## src/rtl/adder_pipe_if.sv

```systemverilog
// Handshake and data bundle for adder_pipe.
// The master drives operands and output-ready; the slave is the adder itself.
interface adder_pipe_if #(
    parameter int WIDTH = 16,
    parameter int LANES = 1
);
    logic                         i_valid;
    logic                         o_ready;
    logic [LANES*WIDTH-1:0]       i_a;
    logic [LANES*WIDTH-1:0]       i_b;
    logic                         i_mode;
    logic                         i_clear;
    logic                         o_valid;
    logic                         i_ready;
    logic [LANES*(WIDTH+1)-1:0]   o_sum;
    logic [LANES-1:0]             o_sat;

    modport master (
        output i_valid, i_a, i_b, i_mode, i_clear, i_ready,
        input  o_ready, o_valid, o_sum, o_sat
    );

    modport slave (
        input  i_valid, i_a, i_b, i_mode, i_clear, i_ready,
        output o_ready, o_valid, o_sum, o_sat
    );
endinterface

```

## src/rtl/adder_pipe.sv

```systemverilog
// Multi-lane pipelined adder with a per-lane saturating accumulate mode.
// Stage 0 does the arithmetic; later stages are plain delay registers.
module adder_pipe #(
    parameter int WIDTH  = 16,
    parameter int LANES  = 1,
    parameter int STAGES = 2
) (
    input  logic        clk,
    input  logic        rst_n,
    adder_pipe_if.slave bus
);
    localparam int SW = WIDTH + 1;

    logic [STAGES-1:0]               vld_q;
    logic [STAGES-1:0][LANES*SW-1:0] sum_q;
    logic [STAGES-1:0][LANES-1:0]    sat_q;
    logic [LANES-1:0][SW-1:0]        acc_q;
    logic [LANES-1:0][SW-1:0]        acc_d;
    logic [LANES-1:0]                flag_q;
    logic [LANES-1:0]                flag_d;
    logic [LANES*SW-1:0]             sum_d;
    logic [LANES-1:0]                sat_d;
    logic [STAGES-1:0]               stageLoad;
    logic                            accept;

    // A stage may load if it or any stage downstream of it has a hole, or the output drains.
    always_comb begin
        for (int s = 0; s < STAGES; s++) begin
            stageLoad[s] = bus.i_ready;
            for (int t = s; t < STAGES; t++) begin
                if (!vld_q[t]) begin
                    stageLoad[s] = 1'b1;
                end
            end
        end
    end

    assign accept      = bus.i_valid & stageLoad[0];
    assign bus.o_ready = stageLoad[0];
    assign bus.o_valid = vld_q[STAGES-1];
    assign bus.o_sum   = sum_q[STAGES-1];
    assign bus.o_sat   = sat_q[STAGES-1];

    always_comb begin
        logic [SW-1:0]    base;
        logic             baseFlag;
        logic [SW:0]      nxt;
        logic [WIDTH-1:0] laneA;
        logic [WIDTH-1:0] laneB;
        acc_d  = acc_q;
        flag_d = flag_q;
        sum_d  = '0;
        sat_d  = '0;
        for (int k = 0; k < LANES; k++) begin
            laneA    = bus.i_a[k*WIDTH +: WIDTH];
            laneB    = bus.i_b[k*WIDTH +: WIDTH];
            // Clear takes effect before the beat, so the beat sees a zero accumulator.
            base     = bus.i_clear ? '0 : acc_q[k];
            baseFlag = bus.i_clear ? 1'b0 : flag_q[k];
            nxt      = '0;
            if (bus.i_mode) begin
                nxt = {1'b0, base} + {2'b00, laneA};
                if (nxt[SW]) begin
                    acc_d[k]  = '1;
                    flag_d[k] = 1'b1;
                end else begin
                    acc_d[k]  = nxt[SW-1:0];
                    flag_d[k] = baseFlag;
                end
                sum_d[k*SW +: SW] = acc_d[k];
            end else begin
                sum_d[k*SW +: SW] = {1'b0, laneA} + {1'b0, laneB};
                acc_d[k]          = base;
                flag_d[k]         = baseFlag;
            end
            sat_d[k] = flag_d[k];
        end
    end

    // Accumulators move only on an accepted beat, so stalls never re-add.
    always_ff @(posedge clk) begin
        if (!rst_n) begin
            vld_q  <= '0;
            sum_q  <= '0;
            sat_q  <= '0;
            acc_q  <= '0;
            flag_q <= '0;
        end else begin
            if (accept) begin
                acc_q  <= acc_d;
                flag_q <= flag_d;
            end
            if (stageLoad[0]) begin
                vld_q[0] <= bus.i_valid;
                if (bus.i_valid) begin
                    sum_q[0] <= sum_d;
                    sat_q[0] <= sat_d;
                end
            end
            for (int s = 1; s < STAGES; s++) begin
                if (stageLoad[s]) begin
                    vld_q[s] <= vld_q[s-1];
                    if (vld_q[s-1]) begin
                        sum_q[s] <= sum_q[s-1];
                        sat_q[s] <= sat_q[s-1];
                    end
                end
            end
        end
    end
endmodule

```

## src/flat_wrapper.sv

```systemverilog
// flat-port wrapper written by rule: the top's interface ports become plain ports
module adder_pipe_flat 
#(
    parameter int WIDTH  = 16,
    parameter int LANES  = 1,
    parameter int STAGES = 2
)
  (clk, rst_n, bus_i_valid, bus_i_a, bus_i_b, bus_i_mode, bus_i_clear, bus_i_ready, bus_o_ready, bus_o_valid, bus_o_sum, bus_o_sat);
  adder_pipe_if #(.WIDTH(WIDTH), .LANES(LANES)) bus_i ();
  input  logic clk;
  input  logic rst_n;
  input wire logic [$bits(bus_i.i_valid)-1:0] bus_i_valid;
  input wire logic [$bits(bus_i.i_a)-1:0] bus_i_a;
  input wire logic [$bits(bus_i.i_b)-1:0] bus_i_b;
  input wire logic [$bits(bus_i.i_mode)-1:0] bus_i_mode;
  input wire logic [$bits(bus_i.i_clear)-1:0] bus_i_clear;
  input wire logic [$bits(bus_i.i_ready)-1:0] bus_i_ready;
  output wire logic [$bits(bus_i.o_ready)-1:0] bus_o_ready;
  output wire logic [$bits(bus_i.o_valid)-1:0] bus_o_valid;
  output wire logic [$bits(bus_i.o_sum)-1:0] bus_o_sum;
  output wire logic [$bits(bus_i.o_sat)-1:0] bus_o_sat;
  assign bus_i.i_valid = bus_i_valid;
  assign bus_i.i_a = bus_i_a;
  assign bus_i.i_b = bus_i_b;
  assign bus_i.i_mode = bus_i_mode;
  assign bus_i.i_clear = bus_i_clear;
  assign bus_i.i_ready = bus_i_ready;
  assign bus_o_ready = bus_i.o_ready;
  assign bus_o_valid = bus_i.o_valid;
  assign bus_o_sum = bus_i.o_sum;
  assign bus_o_sat = bus_i.o_sat;
  adder_pipe #(.WIDTH(WIDTH), .LANES(LANES), .STAGES(STAGES)) u_core (.clk(clk), .rst_n(rst_n), .bus(bus_i));
endmodule
```

## config.mk

```make
export PLATFORM = sky130hd
export DESIGN_NAME = adder_pipe_flat
export DESIGN_NICKNAME = d
export VERILOG_FILES = /design/src/rtl/adder_pipe_if.sv /design/src/rtl/adder_pipe.sv /design/src/flat_wrapper.sv
export SDC_FILE = /design/constraint.sdc
export NUM_CORES = 1
export LEC_CHECK = 0
export BUFFER_PORTS_ARGS = -buffer_cell sky130_fd_sc_hd__buf_2
export CAP_MARGIN = 20
export CORE_MARGIN = 1.5
export CORE_UTILIZATION = 45
export CTS_CLUSTER_DIAMETER = 40
export CTS_CLUSTER_SIZE = 25
export DETAILED_ROUTE_END_ITERATION = 8
export GPL_TIMING_DRIVEN = 1
export PLACE_DENSITY = 0.61
export SETUP_SLACK_MARGIN = 0.02
export SYNTH_ARGS = -nofsm -noshare
export SYNTH_HDL_FRONTEND = slang
export SYNTH_SLANG_ARGS = --single-unit
```

## constraint.sdc

```tcl
create_clock -name clk -period 3.7 [get_ports clk]
set_clock_uncertainty 0.1 [all_clocks]
set_input_delay 0.185 -clock clk [delete_from_list [all_inputs] [get_ports clk]]
set_output_delay 0.185 -clock clk [all_outputs]
set_load 0.02 [all_outputs]
```

==> results.txt <==
----------------------------------------------------
[Outcome]
  Result of the run ... finished, final reports clean

[Critical path]
  Setup CP Type ... reg -> reg
  Worst-case reg-to-reg path depth ... 10
  Data required time at the worst endpoint ... 3850 ps
  Kind of start point of the critical path ... flop
  Terminus of the critical flop-to-flop path ... u_core.sum_q[16]$_SDFFE_PN0P_
  R2r setup slk ... 650 ps
  Peak fanout along the critical path ... 3
  Arrival time of the worst setup path ... between 3000 and 4000 ps
  Critical register-to-register path startpoint ... u_core.acc_q[0]$_SDFFE_PN0P_
  Crit. Startpoint ... u_core.acc_q[0]$_SDFFE_PN0P_
  Sort of element at the end of the critical path ... flop

[Timing]
  Transition time at the pin with the least slew margin ... roughly 630 ps
  Total negative slack for setup checks ... 0 ps
  Max Clk Rate ... 328 MHz
  Worst hold slack after final layout ... about 49 ps
  Tmin final ... just over 3000 ps
  Worst slew margin relative to its limit ... between 50% and 60%
  Final Max Slew Viols ... 0
  Count of final hold-check violations ... 0
  Final setup vio count ... 0
  Unrepaired setup endpoints after global routing ... no
  Fraction of the cycle the final worst path needs ... 82.4%

[Clock tree]
  Clock H-tree levels ... 2
  Clock sink count ... 55
  Max clock buf depth ... 2
  Hold-fix buffer count after cts ... 0
  Root Buffer ... sky130_fd_sc_hd__clkbuf_8
  Resize count post-CTS ... 0
  Clock tree from TritonCTS ... yes
  Clk slew on worst S/H paths ... around 110 ps
  Source-to-sink clock delay at the later pin of the worst-skew pair ... around 320 ps
  Number of buffers added for setup after CTS ... 0
  Number of CTS-inserted buffers ... 5

[Global routing]
  Via count of the first global-routing pass ... around 3200
  Global-route usage over all layers ... between 20% and 30%
  Largest net degree at the start of global routing ... 50
  Global route total overflow ... 0
  Initial antenna violation count ... 0
  First-pass GRT wire length ... about 16000 um

[Final layout]
  Post-route cell area ... approximately 0.0042 mm2
  Fraction of final layout cells sized beyond drive strength 1 ... roughly 16%
  Area growth from synthesis to layout ... 10.1%
  Final design utilization ... between 50 and 60%
  Count of filler cells inserted in the layout ... between 800 and 900
  Nets@finish ... between 500 and 600
  Number of antenna repair diodes ... 0

[Placement]
  Placed inst area ... 0.00412 mm2
  Input/output buffers ... 57
  HPWL after detailed placement ... 7770 um
  Final weighted congestion of routability-driven global placement ... approximately 0.95

[Floorplan]
  Die width ... roughly 95 um
  Number of rows created at floorplan ... 33
  Core region area ... just over 0.008 mm2
  Number of top-level pins ... a little under 60
  Area of the die ... 0.00911 mm2
  Initial cell density of the core ... 46.6%
  Die Height ... 95.5 um

[Synth]
  Mean post-synth cell area ... between 8 and 9 um2
  Syn Std Cell Area ... between 0.003 and 0.004 mm2
  Number of synthesis warnings ... 0
  Dominant synthesized flop cell ... sky130_fd_sc_hd__dfxtp_1
  Post-Synthesis Cells ... 475
  Proportion of synthesized flip-flops having asynchronous set or reset ... 0%
  Post-synthesis register bit count ... 55
  Count of distinct cell types in the synthesized netlist ... 56
  Number of synthesized flops with an enable pin ... 0
  Post-Synthesis Net Count ... about 550
  Post-synthesis sequential area ratio ... between 20% and 30%

[Min path]
  Number of instances on the worst hold path ... 3
  Path type of the worst min-delay path ... in -> reg
  Worst hold path endpoint ... u_core.vld_q[0]$_SDFFE_PN0N_
  Launch instance of the worst min-delay path ... bus_i_valid

[Power and ir drop]
  Highest ir drop seen on vdd ... 0.147 mV
  Pwr dens ... 334 mW/mm2
  Final Total Pwr ... between 1000 and 1500 uW
  Leak Pwr ... 0.00182 uW

[Routing]
  Iteration count of the initial detailed-routing pass ... 5
  Final routed wirelength across all metal layers ... 10000 um
  DRC errors left ... 0
  Number of design-rule violations left by the first detailed-router iteration ... 164
  Number of vias per cell after detailed routing ... 5.67
  Routed via count ... roughly 3500
  WL/cell ... ~16 um
  Antenna-violating nets left ... 0

[Flow run]
  Maxcap violations ... 0

----------------------------------------------------
[stage by stage]
| step | cells | setup WS (ps) |
|---|---|---|
| floorplan | 475 | 527 |
| global placement | 610 | 705 |
| detailed placement | 610 | 643 |
| CTS | 617 | 665 |
| global route | 618 | 378 |
| finish | 618 | 650 |
[power breakdown]
group          switching, uW  internal, uW
Clock                    207           198
Combinational            216           151
Sequential              16.8           627
Total                    440           976
[logic make-up after synthesis]
| group | count (synthesis) | synth area share [%] |
|---|---|---|
| compound gates | 168 | 29.8 |
| xor+xnor | 24 | 5.46 |
| fa+ha+maj | 34 | 11.4 |
| buf+inv | 38 | 5.40 |
| flops | 55 | 28.6 |
| mux | 1 | 0.293 |
| simple gates | 155 | 19.0 |
[synthesized netlist by cell type, types with 11 or more instances]
library cell	count	share of area [%]
sky130_fd_sc_hd__a21boi_0	25	4.9
sky130_fd_sc_hd__a21o_1	13	2.5
sky130_fd_sc_hd__a21oi_1	33	4.3
sky130_fd_sc_hd__buf_4	17	3.3
sky130_fd_sc_hd__clkbuf_1	14	1.4
sky130_fd_sc_hd__dfxtp_1	55	29
sky130_fd_sc_hd__ha_1	32	10
sky130_fd_sc_hd__nand2_1	70	6.8
sky130_fd_sc_hd__nor2_1	23	2.2
sky130_fd_sc_hd__nor2b_1	24	3.9
sky130_fd_sc_hd__o21ai_0	30	3.9
sky130_fd_sc_hd__xnor2_1	11	2.5
sky130_fd_sc_hd__xor2_1	13	3.0
[cell usage in the layout, fill, tap and decap left out, types with 7 or more instances in the layout]
master and n:
sky130_fd_sc_hd__nand2_1 70, sky130_fd_sc_hd__buf_2 57, sky130_fd_sc_hd__dfxtp_1 55, sky130_fd_sc_hd__a21oi_1 33
sky130_fd_sc_hd__ha_1 32, sky130_fd_sc_hd__o21ai_0 30, sky130_fd_sc_hd__a21boi_0 25, sky130_fd_sc_hd__nor2b_1 24
sky130_fd_sc_hd__nor2_1 23, sky130_fd_sc_hd__a21o_1 13, sky130_fd_sc_hd__xor2_1 13, sky130_fd_sc_hd__xnor2_1 11
sky130_fd_sc_hd__o21ai_1 10, sky130_fd_sc_hd__buf_4 8, sky130_fd_sc_hd__a211oi_1 7, sky130_fd_sc_hd__nor3_1 7
[routing by layer]
| metal | vias up | global-route usage [%] | part of all wire [%] |
|---|---|---|---|
| li1 | 1773 | - | - |
| met1 | 1609 | 33.0 | 50 |
| met2 | 111 | 35.4 | 44 |
| met3 | 13 | 2.95 | 5.1 |
| met4 | 0 | 5.27 | 1.2 |
| met5 | - | 0 | 0 |
[worst max path at each step]
stage | endpoint | slack [ps]
after detailed placement | u_core.sum_q[16]$_SDFFE_PN0P_ | 640
after CTS | u_core.sum_q[16]$_SDFFE_PN0P_ | 670
after global placement | u_core.sum_q[16]$_SDFFE_PN0P_ | 710
final | u_core.sum_q[16]$_SDFFE_PN0P_ | 650
after floorplan | u_core.sum_q[16]$_SDFFE_PN0P_ | 530
after global routing | u_core.sum_q[16]$_SDFFE_PN0P_ | 380
[worst max-delay path, cell delays in order (launching register included)]
cell	delay, ps
sky130_fd_sc_hd__dfxtp_1	320
sky130_fd_sc_hd__nor2b_1	120
sky130_fd_sc_hd__ha_1	210
sky130_fd_sc_hd__fa_1	420
sky130_fd_sc_hd__a211oi_1	320
sky130_fd_sc_hd__o21ai_1	170
sky130_fd_sc_hd__nand3b_1	160
sky130_fd_sc_hd__a21oi_1	110
sky130_fd_sc_hd__a311oi_1	450
sky130_fd_sc_hd__mux2_2	400
sky130_fd_sc_hd__a211oi_2	200
[flip-flops by register name (all words and copies together) (netlist names)]
register,count
u_core.acc_q,17
u_core.bus.o_sum,17
u_core.sum_q,17
u_core.vld_q,2
u_core.bus.o_sat,1
u_core.flag_q,1
[cell type report]
cell class | count | area [um2] | share of cell area [%]
multi-input cells | 382 | 2540 | 59.9
flip-flops and latches | 55 | 1100 | 26.0
repair buffers | 65 | 345 | 8.15
well taps | 105 | 131 | 3.10
clock buffers | 5 | 68.8 | 1.62
clock inverters | 2 | 37.5 | 0.886
inverters | 4 | 15.0 | 0.354
(Power assumes the default switching activity.)
